File: src/rtl/alu_result_buffer_if.sv
`default_nettype none
// ============================================================================
// Module  : alu_result_buffer_if
// Brief   : Producer/consumer handshake bundle for the ALU result buffer.
// Revision: 1.0 - initial release
// ============================================================================
interface alu_result_buffer_if #(
  parameter int WIDTH = 4,
  parameter int N_ALU = 4,
  parameter int DEPTH = 8
);
  localparam int RW = WIDTH * N_ALU * 8;
  localparam int CW = $clog2(DEPTH) + 1;

  logic          in_valid;
  logic          in_ready;
  logic [RW-1:0] in_result;
  logic          in_carry;
  logic          in_gt;
  logic          in_eq;
  logic          in_lt;
  logic [2:0]    in_select;

  logic          out_valid;
  logic          out_ready;
  logic [RW-1:0] out_result;
  logic          out_carry;
  logic [2:0]    out_flags;
  logic [2:0]    out_select;

  logic [CW-1:0] count;
  logic          full;
  logic          empty;
  logic          flag_err;
  logic [15:0]   push_total;

  modport master (
    output in_valid, in_result, in_carry, in_gt, in_eq, in_lt, in_select, out_ready,
    input  in_ready, out_valid, out_result, out_carry, out_flags, out_select,
    input  count, full, empty, flag_err, push_total
  );

  modport slave (
    input  in_valid, in_result, in_carry, in_gt, in_eq, in_lt, in_select, out_ready,
    output in_ready, out_valid, out_result, out_carry, out_flags, out_select,
    output count, full, empty, flag_err, push_total
  );
endinterface
`default_nettype wire

File: src/rtl/alu_result_buffer.sv
`default_nettype none
// ============================================================================
// Module  : alu_result_buffer
// Brief   : FWFT FIFO capturing ALU results, with compare-flag integrity check.
// Revision: 1.0 - initial release
// ============================================================================
module alu_result_buffer #(
  parameter int WIDTH = 4,
  parameter int N_ALU = 4,
  parameter int DEPTH = 8
) (
  input wire                 clk,
  input wire                 arst,
  alu_result_buffer_if.slave bus
);
  localparam int RW   = WIDTH * N_ALU * 8;
  localparam int c_AW = $clog2(DEPTH);
  localparam int c_EW = RW + 7;
  localparam logic [c_AW:0] c_DEPTH = (c_AW + 1)'(DEPTH);

  logic [c_EW-1:0] r_mem [DEPTH];
  logic [c_AW-1:0] r_wr_ptr;
  logic [c_AW-1:0] r_rd_ptr;
  logic [c_AW:0]   r_count;
  logic            r_flag_err;
  logic [15:0]     r_push_total;

  logic            w_full;
  logic            w_empty;
  logic            w_push;
  logic            w_pop;
  logic [2:0]      w_in_flags;
  logic            w_flags_bad;
  logic [c_EW-1:0] w_head;

  assign w_full  = (r_count == c_DEPTH);
  assign w_empty = (r_count == '0);

  // in_ready ignores out_ready: a full buffer refuses even when popping.
  assign bus.in_ready  = !w_full && !arst;
  assign bus.out_valid = !w_empty;

  assign w_push = bus.in_valid && bus.in_ready;
  assign w_pop  = bus.out_valid && bus.out_ready;

  assign w_in_flags  = {bus.in_gt, bus.in_eq, bus.in_lt};
  assign w_flags_bad = !((w_in_flags == 3'b100) || (w_in_flags == 3'b010) ||
                         (w_in_flags == 3'b001));

  // Storage is not reset; pointers and count define validity.
  always_ff @(posedge clk) begin
    if (w_push) begin
      r_mem[r_wr_ptr] <= {bus.in_result, bus.in_carry, w_in_flags, bus.in_select};
    end
  end

  always_ff @(posedge clk) begin
    if (arst) begin
      r_wr_ptr     <= '0;
      r_rd_ptr     <= '0;
      r_count      <= '0;
      r_flag_err   <= 1'b0;
      r_push_total <= '0;
    end else begin
      if (w_push) begin
        r_wr_ptr <= r_wr_ptr + 1'b1;
      end
      if (w_pop) begin
        r_rd_ptr <= r_rd_ptr + 1'b1;
      end
      case ({w_push, w_pop})
        2'b10:   r_count <= r_count + 1'b1;
        2'b01:   r_count <= r_count - 1'b1;
        default: r_count <= r_count;
      endcase
      if (w_push && w_flags_bad) begin
        r_flag_err <= 1'b1;
      end
      if (w_push && (r_push_total != 16'hFFFF)) begin
        r_push_total <= r_push_total + 16'd1;
      end
    end
  end

  assign w_head = r_mem[r_rd_ptr];

  assign bus.out_result = w_empty ? '0   : w_head[c_EW-1 -: RW];
  assign bus.out_carry  = w_empty ? 1'b0 : w_head[6];
  assign bus.out_flags  = w_empty ? 3'b0 : w_head[5:3];
  assign bus.out_select = w_empty ? 3'b0 : w_head[2:0];

  assign bus.count      = r_count;
  assign bus.full       = w_full;
  assign bus.empty      = w_empty;
  assign bus.flag_err   = r_flag_err;
  assign bus.push_total = r_push_total;
endmodule
`default_nettype wire

File: src/flat_wrapper.sv
// flat-port wrapper written by rule: the top's interface ports become plain ports
module alu_result_buffer_flat 
#(
  parameter int WIDTH = 4,
  parameter int N_ALU = 4,
  parameter int DEPTH = 8
)
  (clk, arst, bus_in_valid, bus_in_result, bus_in_carry, bus_in_gt, bus_in_eq, bus_in_lt, bus_in_select, bus_out_ready, bus_in_ready, bus_out_valid, bus_out_result, bus_out_carry, bus_out_flags, bus_out_select, bus_count, bus_full, bus_empty, bus_flag_err, bus_push_total);
  alu_result_buffer_if #(.WIDTH(WIDTH), .N_ALU(N_ALU), .DEPTH(DEPTH)) bus_i ();
  input wire clk;
  input wire arst;
  input wire logic [$bits(bus_i.in_valid)-1:0] bus_in_valid;
  input wire logic [$bits(bus_i.in_result)-1:0] bus_in_result;
  input wire logic [$bits(bus_i.in_carry)-1:0] bus_in_carry;
  input wire logic [$bits(bus_i.in_gt)-1:0] bus_in_gt;
  input wire logic [$bits(bus_i.in_eq)-1:0] bus_in_eq;
  input wire logic [$bits(bus_i.in_lt)-1:0] bus_in_lt;
  input wire logic [$bits(bus_i.in_select)-1:0] bus_in_select;
  input wire logic [$bits(bus_i.out_ready)-1:0] bus_out_ready;
  output wire logic [$bits(bus_i.in_ready)-1:0] bus_in_ready;
  output wire logic [$bits(bus_i.out_valid)-1:0] bus_out_valid;
  output wire logic [$bits(bus_i.out_result)-1:0] bus_out_result;
  output wire logic [$bits(bus_i.out_carry)-1:0] bus_out_carry;
  output wire logic [$bits(bus_i.out_flags)-1:0] bus_out_flags;
  output wire logic [$bits(bus_i.out_select)-1:0] bus_out_select;
  output wire logic [$bits(bus_i.count)-1:0] bus_count;
  output wire logic [$bits(bus_i.full)-1:0] bus_full;
  output wire logic [$bits(bus_i.empty)-1:0] bus_empty;
  output wire logic [$bits(bus_i.flag_err)-1:0] bus_flag_err;
  output wire logic [$bits(bus_i.push_total)-1:0] bus_push_total;
  assign bus_i.in_valid = bus_in_valid;
  assign bus_i.in_result = bus_in_result;
  assign bus_i.in_carry = bus_in_carry;
  assign bus_i.in_gt = bus_in_gt;
  assign bus_i.in_eq = bus_in_eq;
  assign bus_i.in_lt = bus_in_lt;
  assign bus_i.in_select = bus_in_select;
  assign bus_i.out_ready = bus_out_ready;
  assign bus_in_ready = bus_i.in_ready;
  assign bus_out_valid = bus_i.out_valid;
  assign bus_out_result = bus_i.out_result;
  assign bus_out_carry = bus_i.out_carry;
  assign bus_out_flags = bus_i.out_flags;
  assign bus_out_select = bus_i.out_select;
  assign bus_count = bus_i.count;
  assign bus_full = bus_i.full;
  assign bus_empty = bus_i.empty;
  assign bus_flag_err = bus_i.flag_err;
  assign bus_push_total = bus_i.push_total;
  alu_result_buffer #(.WIDTH(WIDTH), .N_ALU(N_ALU), .DEPTH(DEPTH)) u_core (.clk(clk), .arst(arst), .bus(bus_i));
endmodule
File: config.mk
export PLATFORM = sky130hd
export DESIGN_NAME = alu_result_buffer_flat
export DESIGN_NICKNAME = d
export VERILOG_FILES = /design/src/rtl/alu_result_buffer_if.sv /design/src/rtl/alu_result_buffer.sv /design/src/flat_wrapper.sv
export SDC_FILE = /design/constraint.sdc
export NUM_CORES = 1
export LEC_CHECK = 0
export BUFFER_PORTS_ARGS = -buffer_cell sky130_fd_sc_hd__buf_4
export CORE_MARGIN = 4
export CORE_UTILIZATION = 40
export DETAILED_ROUTE_END_ITERATION = 10
export GPL_ROUTABILITY_DRIVEN = 0
export HOLD_SLACK_MARGIN = 0.05
export PLACE_DENSITY = 0.69
export SLEW_MARGIN = 20
export SYNTH_ARGS = -nofsm -noshare
export SYNTH_HDL_FRONTEND = slang
export SYNTH_SLANG_ARGS = --single-unit
File: constraint.sdc
create_clock -name clk -period 15.8 [get_ports clk]
set_clock_uncertainty 0.1 [all_clocks]
set_input_delay 1.58 -clock clk [delete_from_list [all_inputs] [get_ports clk]]
set_output_delay 1.58 -clock clk [all_outputs]
set_load 0.01 [all_outputs]
Word level (Yosys, flattened, before mapping) --
Memories as Yosys holds them, arrays and structs flattened. A register that Yosys moved wholly into a read port is not among the register bits. Cells that the tools add are included.
Cells by class: multiplexer cells 9, equal/unequal tests 7, add/subtract/negate cells 5, reductions and logical operators 13
Operators by type and width (count):
- two-way mux 128 bit | 1
- adder 16 x 1 -> 16 bit (second input constant) | 1
- != test 16 bit (second input constant) | 1
- two-way mux 3 bit | 4
- case mux 4 bit (2 select lines) | 1
- adder 3 x 1 -> 3 bit (second input constant) | 2
- logical AND 1 bit | 5
- adder 4 x 1 -> 4 bit (second input constant) | 1
- equality test 4 bit (second input constant) | 1
- zero test 1 bit | 4
- zero test 4 bit | 1
- subtractor 4 x 1 -> 4 bit (second input constant) | 1
- equality test 3 x 1 -> 1 bit (second input constant) | 1
- equality test 3 x 2 -> 1 bit (second input constant) | 1
- equality test 3 bit (second input constant) | 1
- two-way mux 1 bit | 3
- equality test 2 x 1 -> 1 bit (second input constant) | 1
- equality test 2 bit (second input constant) | 1
- logical OR 1 bit | 2
- nonzero test 2 bit | 1
Storage, ports and cells: memories 1, flip-flop bits (word level) 27, memory bits (writable) 1080, output and inout bits 160
Memory list:
- u_core.r_mem | depth 8, width 135, rd ports 1, clocked after Yosys merged registers in 1, write ports 1, RTL line alu_result_buffer.sv:21 | logic [c_EW-1:0] r_mem [DEPTH];

Depth between registers and ports, before layout --
Gate-level depths: netlist of run 1.
depth in word-level cells 6, mapped depth 13, mapped depth without buffers 10

Least setup slack after synthesis of run 1 --
OpenSTA, ideal clock, no wires.
path type in2reg, start point in bus_in_valid, end point mem u_core.r_mem[4][0] in the netlist's numbering, enable pin, cell stages on the path 6, data required time 14.692 ns, setup slack -1.372 ns, library setup time 1.008 ns, arrival 16.063 ns, cells stage by stage nor2b_1 -> and2_4 -> buf_6 -> clkinv_4 -> buf_4 -> nor4b_1
On the way: word-level cells in the longest chain between the ends 3
RTL lines:
- start, declared | RTL line flat_wrapper.sv:12 | input wire logic [$bits(bus_i.in_valid)-1:0] bus_in_valid;
- logical AND 1 bit | RTL line alu_result_buffer.sv:43 | assign w_push = bus.in_valid && bus.in_ready;
- two-way mux 1 bit | RTL line alu_result_buffer.sv:52 | if (w_push) begin
- two-way mux 1 bit (not written as such) | RTL line alu_result_buffer.sv:53 | r_mem[r_wr_ptr] <= {bus.in_result, bus.in_carry, w_in_flags, bus.in_select};
- end, declared | RTL line alu_result_buffer.sv:21
No other way between the ends.

==> impl_metrics.json, run 1 <==
{
  "overflow": 0,
  "ir_worst_vdd_v": 0.000157,
  "firstDrtPassIters": 7,
  "final_nets": 2372,
  "yosysWarningCount": 0,
  "die_area_mm2": 0.111,
  "finalHoldViolations": 0,
  "grt_pass1_vias": 21200,
  "min_from": "u_core.bus.push_total[7]",
  "period_share": 0.447,
  "start_util": 0.403,
  "track_usage": 0.164,
  "criticalPathCategory": "reg -> out",
  "die_h_um": 333,
  "slew_viol_final": 0,
  "cts_tree": "built",
  "ys_ff_latch": 1110,
  "hp-class": "reg -> reg",
  "wl_mm": 92.3,
  "cts_resized": 0,
  "cts_made_buffers": 110,
  "cts.sinks": 1110,
  "dp_hpwl_mm": 50.1,
  "cap_violations": 0,
  "fillers": 8516,
  "grt_start_max_net_pins": 151,
  "r2r_cells": 6,
  "cts_root_buf": "clkbuf_16",
  "gr-usage-met1": 0.206,
  "drt_iter0_markers": 1628,
  "place_inst": 3506,
  "syn_area_per_cell_um2": 22.5,
  "hold_end": "u_core.bus.push_total[7]",
  "min_period_ns": 7.06,
  "drc": 0,
  "p_leak_nw": 15.6,
  "rsz0062_at_grt": "no",
  "cts_buffer_depth": 3,
  "path_max_fanout": 48,
  "top_usage_layer": "met2",
  "insertion_delay_ns": 0.68,
  "maxSlewHeadroom": 0.121,
  "cp-end-kind": "primary output",
  "timing.rr.end": "u_core.r_mem[1][10]",
  "cp.arrival_ns": 5.38,
  "cp-start-kind": "register",
  "fin_tns_setup_ns": 0,
  "synth_area_mm2": 0.0423,
  "cp.required_ns": 14.12,
  "clk_pin_slew_ns": 0.06,
  "yosys.cell_types.count": 47,
  "grt_pass1_wl_mm": 137,
  "post_cts_buffers": 0,
  "finalNonFillerCells": 3720,
  "avgRoutedWirePerCell_um": 24.8,
  "setup_viol": 0,
  "tightestPinTransition_ns": 1.32,
  "num_vias": 19800,
  "reg2reg_from": "u_core.bus.count[1]",
  "fin_area_mm2": 0.0498,
  "core_area_mm2": 0.105,
  "hold_buffers": 0,
  "io_buffers": 298,
  "grt_antenna_before_repair": 16,
  "p_per_area_mw_per_mm2": 148,
  "synth.yosys.seq_area_share": 0.780,
  "fmax_ghz": 0.142,
  "holdPathStages": 2,
  "syn_to_final_growth_pct": 17.7,
  "fp-row-count": 119,
  "synth_fp_nets": 2030,
  "io_pins": 299,
  "avgViaCountPerCell": 5.33,
  "drive_above_1_share": 0.334,
  "die_w_um": 333,
  "status": "completed",
  "regToRegSetupSlack_ns": 12.27,
  "cts-htree-levels": 3,
  "dpl_cell_area_mm2": 0.0462,
  "antenna_left": 0,
  "syn_inst": 1885,
  "grtUsageMet3": 0.0395,
  "grt_use_met2": 0.287
}
==> state kept, by name, indices dropped and copies added, names as in the netlist, named ones only <==
signal	cells
u_core.r_wr_ptr	3
u_core.r_rd_ptr	3
u_core.bus.count	4
u_core.bus.flag_err	1
u_core.r_mem	1080
u_core.bus.push_total	16
==> layer usage <==
| layer | vias up | wire length, µm |
|---|---|---|
| met5 | - | 46 |
| met4 | 6 | 1890 |
| met3 | 138 | 5760 |
| met2 | 601 | 48100 |
| met1 | 10500 | 36600 |
| li1 | 8581 | - |
==> report_power, final <==
part | switching (mW) | total (mW) | internal (mW)
logic | 0.813 | 1.47 | 0.658
clock network | 1.07 | 2.56 | 1.49
registers | 0.0489 | 3.35 | 3.31
==> logic make-up (layout without fill, tap and decap cells) <==
kind of cell / after synthesis / in the layout / share of synthesized area
other cells: 0 / 11 / 0
buf+inv: 108 / 541 / 0.0117
flops: 1110 / 1110 / 0.780
xor+xnor: 8 / 8 / 0.00166
compound gates: 40 / 40 / 0.00656
fa+ha+maj: 6 / 6 / 0.00177
simple gates: 204 / 204 / 0.0214
mux: 409 / 409 / 0.177
==> final cells by class <==
class	count	area (µm²)	area share
clock buffers	134	2890	0.0579
diodes	11	27.5	0.000552
flip-flops and latches	1110	33000	0.663
multi-input cells	667	8880	0.178
well taps	1391	1740	0.0349
inverters	6	32.5	0.000653
repair buffers	332	2530	0.0508
clock inverters	69	698	0.0140
==> how the worst max path moves through the flow <==
stage | from | end | slack [ns] | cells past startpoint
after floorplan | bus_in_valid | u_core.r_mem[5][0] | 2.87 | 5
after global placement | register | bus_out_result[11] | 9.32 | 7
after detailed placement | register | bus_out_result[90] | 9.23 | 7
after CTS | register | bus_out_result[90] | 8.46 | 7
after global routing | register | bus_out_result[125] | 8.04 | 7
final | register | bus_out_result[90] | 8.74 | 7
==> placed cells by master (no fill, tap or decap), drive strengths merged, types with 9 or more instances in the layout <==
cell and count:
buf 332, diode 11, mux4 270, edfxtp 1080, clkbuf 134, nor2 148
bufinv 12, mux2i 138, nand3 12, nand2 9, a21oi 9, o21ai 9
clkinv 51, dfxtp 30
==> synth_stat cells, drive strengths merged <==
master  number  area share
nand4        4     0.00059
o311ai       8      0.0017
o211ai       1     0.00018
nand2        9     0.00080
o311a        1     0.00024
nor2       148       0.013
mux2i      138       0.033
or3          4     0.00059
nor4         1     0.00015
o31ai        2     0.00035
nor4b        3     0.00062
nor2b        3     0.00044
and3         1     0.00015
edfxtp    1080        0.77
clkbuf      37      0.0033
or4b         1     0.00033
a21oi        9      0.0011
ha           6      0.0018
and4         5      0.0010
a211oi       1     0.00018
nor3b        2     0.00035
clkinv       1     0.00021
buf         65      0.0077
dfxtp       30       0.014
nor3         3     0.00035
a21o         1     0.00018
nand3       12      0.0014
nor4bb       1     0.00024
or4          3     0.00053
xnor2        2     0.00041
mux4       270        0.14
mux2         1     0.00035
o41ai        8      0.0017
and2         2     0.00035
o21ai        9      0.0011
inv          5     0.00044
or2          2     0.00030
xor2         6      0.0012
==> critical path: stages (launching register included) <==
cell,delay (ns)
dfxtp_4,0.93
buf_4,0.83
buf_4,0.83
buf_4,0.89
mux4_2,0.60
mux2i_1,0.23
nor2_1,0.07
buf_4,0.18
==> through the flow <==
| stage | hold slack (ns) | power, mW | setup WS, ns | utilization |
|---|---|---|---|---|
| 2_1_floorplan | 0.385 | 4.23 | 2.87 | - |
| 4_1_cts | 0.419 | 7.50 | 8.46 | 0.474 |
| 5_1_grt | 0.452 | 7.71 | 8.04 | 0.474 |
| 3_5_place_dp | 0.399 | 4.93 | 9.23 | 0.440 |
| 3_3_place_gp | 0.391 | 4.91 | 9.32 | 0.440 |
| 6_report | 0.427 | 7.39 | 8.74 | 0.474 |
(Power assumes the default switching activity.)
==> inputs of run 2 (changes only) <==
- PLACE_DENSITY: 0.69 -> 0.67
- clock period: 15.8 -> 6.76 ns (I/O delays scaled with it)
==> impl_metrics.json, run 2 (same netlist as run 1, synthesis figures left out) <==
{
  "status": "completed",
  "die_area_mm2": 0.111,
  "io_pins": 299,
  "critical-path-max-stage-delay_ns": 0.89,
  "slew_viol_final": 0,
  "antenna_left": 0,
  "pwr-share-comb": 0.194,
  "min_period_ns": 4.15,
  "critPathMostFrequentCell": "buf_4",
  "avgRoutedWirePerCell_um": 24.1,
  "criticalPathCategory": "reg -> out",
  "finalHoldViolations": 0,
  "drt_iter0_markers": 1432,
  "cts.sinks": 1110,
  "num_vias": 19900,
  "post-route-util": 0.476,
  "ir_worst_vdd_v": 0.000251,
  "track_usage": 0.160,
  "drive_above_1_share": 0.336,
  "cts_buffer_depth": 3,
  "grt_antenna_before_repair": 11,
  "p_per_area_mw_per_mm2": 341,
  "final_cell_mix": "edfxtp_1, buf_4, mux4_2",
  "p_sw_frac": 0.258,
  "cts_tree": "built",
  "largest_reg_flops": 1080,
  "clk_pin_slew_ns": 0.06,
  "cts-htree-levels": 3,
  "avgViaCountPerCell": 5.34,
  "tightestPinTransition_ns": 1.02,
  "grt_pass1_vias": 21200,
  "fmax_ghz": 0.241,
  "setup_viol": 0,
  "p_leak_nw": 15.7,
  "io_buffers": 298,
  "p_switching_mw": 4.40,
  "sequentialPowerShare": 0.458,
  "cp.required_ns": 5.98,
  "layout_commonest_cell": "edfxtp_1",
  "die_h_um": 333,
  "power.share.clock": 0.349,
  "grt_start_max_net_pins": 113,
  "rsz0062_at_grt": "no",
  "grt_pass1_wl_mm": 135,
  "fp-row-count": 119,
  "post_cts_buffers": 0,
  "internal_power_mw": 12.7,
  "die_w_um": 333,
  "cp-end-kind": "primary output",
  "maxSlewHeadroom": 0.321,
  "firstDrtPassIters": 5,
  "core_area_mm2": 0.105,
  "syn_to_final_growth_pct": 18.2,
  "dp_hpwl_mm": 49.6,
  "cp.arrival_ns": 3.37,
  "final_nets": 2389,
  "cp_cell_sequence": "buf_4 -> mux4_2 -> mux2i_1 -> nor2_1 -> buf_4",
  "start_util": 0.403,
  "drc": 0,
  "cap_violations": 0,
  "worst_path_max_delay_cell": "dfxtp_4",
  "largest-register": "u_core.r_mem",
  "cts_made_buffers": 113,
  "cts_root_buf": "clkbuf_16",
  "period_share": 0.614,
  "cp-start-kind": "register",
  "total_power_mw": 17.1,
  "regToRegSetupSlack_ns": 3.88,
  "hp-class": "in -> reg",
  "insertion_delay_ns": 0.69,
  "cts_resized": 0,
  "wl_mm": 90.2,
  "overflow": 0,
  "path_max_fanout": 58
}
run 2: cell types whose count changed in the layout (fill, tap and decap cells not counted), sizes merged:
cell / change
buf: +1
bufinv: -4
clkbuf: -4
clkinv: +10
clkinvlp: +2
diode: -4
dlygate4sd3: +13
inv: +4
run 2: timing repair:
action,4_1_cts,5_1_grt
endpoints found under the hold margin,79,0
setup endpoints to repair,0,0
hold buffers,13,0
run 2: routing by layer:
| layer | wire, µm | share of wire | track usage | vias to the layer above |
|---|---|---|---|---|
| met5 | 60 | 0.00067 | 0 | - |
| met4 | 1770 | 0.020 | 0.0371 | 10 |
| met3 | 6260 | 0.069 | 0.0414 | 135 |
| met2 | 45900 | 0.51 | 0.271 | 581 |
| met1 | 36200 | 0.40 | 0.210 | 10600 |
| li1 | - | - | - | 8630 |
run 2: power by group through the flow:
| stage | Sequential [mW] | Combinational, mW | Clock (mW) |
|---|---|---|---|
| floorplan | 7.93 | 1.93 | 0 |
| CTS | 7.82 | 3.41 | 6.13 |
| finish | 7.82 | 3.31 | 5.95 |
| global placement | 7.95 | 3.36 | 0 |
| global route | 7.83 | 3.60 | 6.42 |
| detailed placement | 7.97 | 3.39 | 0 |
run 2: layout make-up:
cell class / instances / area (µm²)
fillers: 8587 / 55100
well taps: 1391 / 1740
clock buffers: 130 / 2930
flip-flops and latches: 1110 / 33000
inverters: 6 / 30.0
diodes: 7 / 17.5
multi-input cells: 667 / 8900
repair buffers: 346 / 2710
clock inverters: 81 / 652
run 2: metrics by stage:
step / cells / hold slack, ns / setup TNS (ns) / instance area (µm²) / worst slack [ns]
after CTS: 3731 / 0.0502 / 0 / 50000 / 2.48
final: 3738 / 0.115 / 0 / 50000 / 2.61
after global placement: 3507 / 0.387 / 0 / 46300 / 3.25
after detailed placement: 3507 / 0.397 / 0 / 46300 / 3.25
after floorplan: 1885 / 0.385 / -377.11 / 42400 / -0.928
after global routing: 3732 / 0.0652 / 0 / 50000 / 2.42
run 2: final timing paths:
kind                             from                        to  cells past startpoint
min                 bus_in_result[64]       u_core.r_mem[4][71]                      1
max reg2reg       u_core.bus.count[1]       u_core.bus.count[2]                     10
min reg2reg  u_core.bus.push_total[7]  u_core.bus.push_total[7]                      2
max                          register        bus_out_result[15]                      5
run 2: worst max-delay path: cells and delay by family (launching register included):
kind                   cells  cell delay (ns)
AND/OR/NAND/NOR            1             0.09
multiplexers               2             0.69
buffers and inverters      2             0.93
flip-flops                 1             0.89
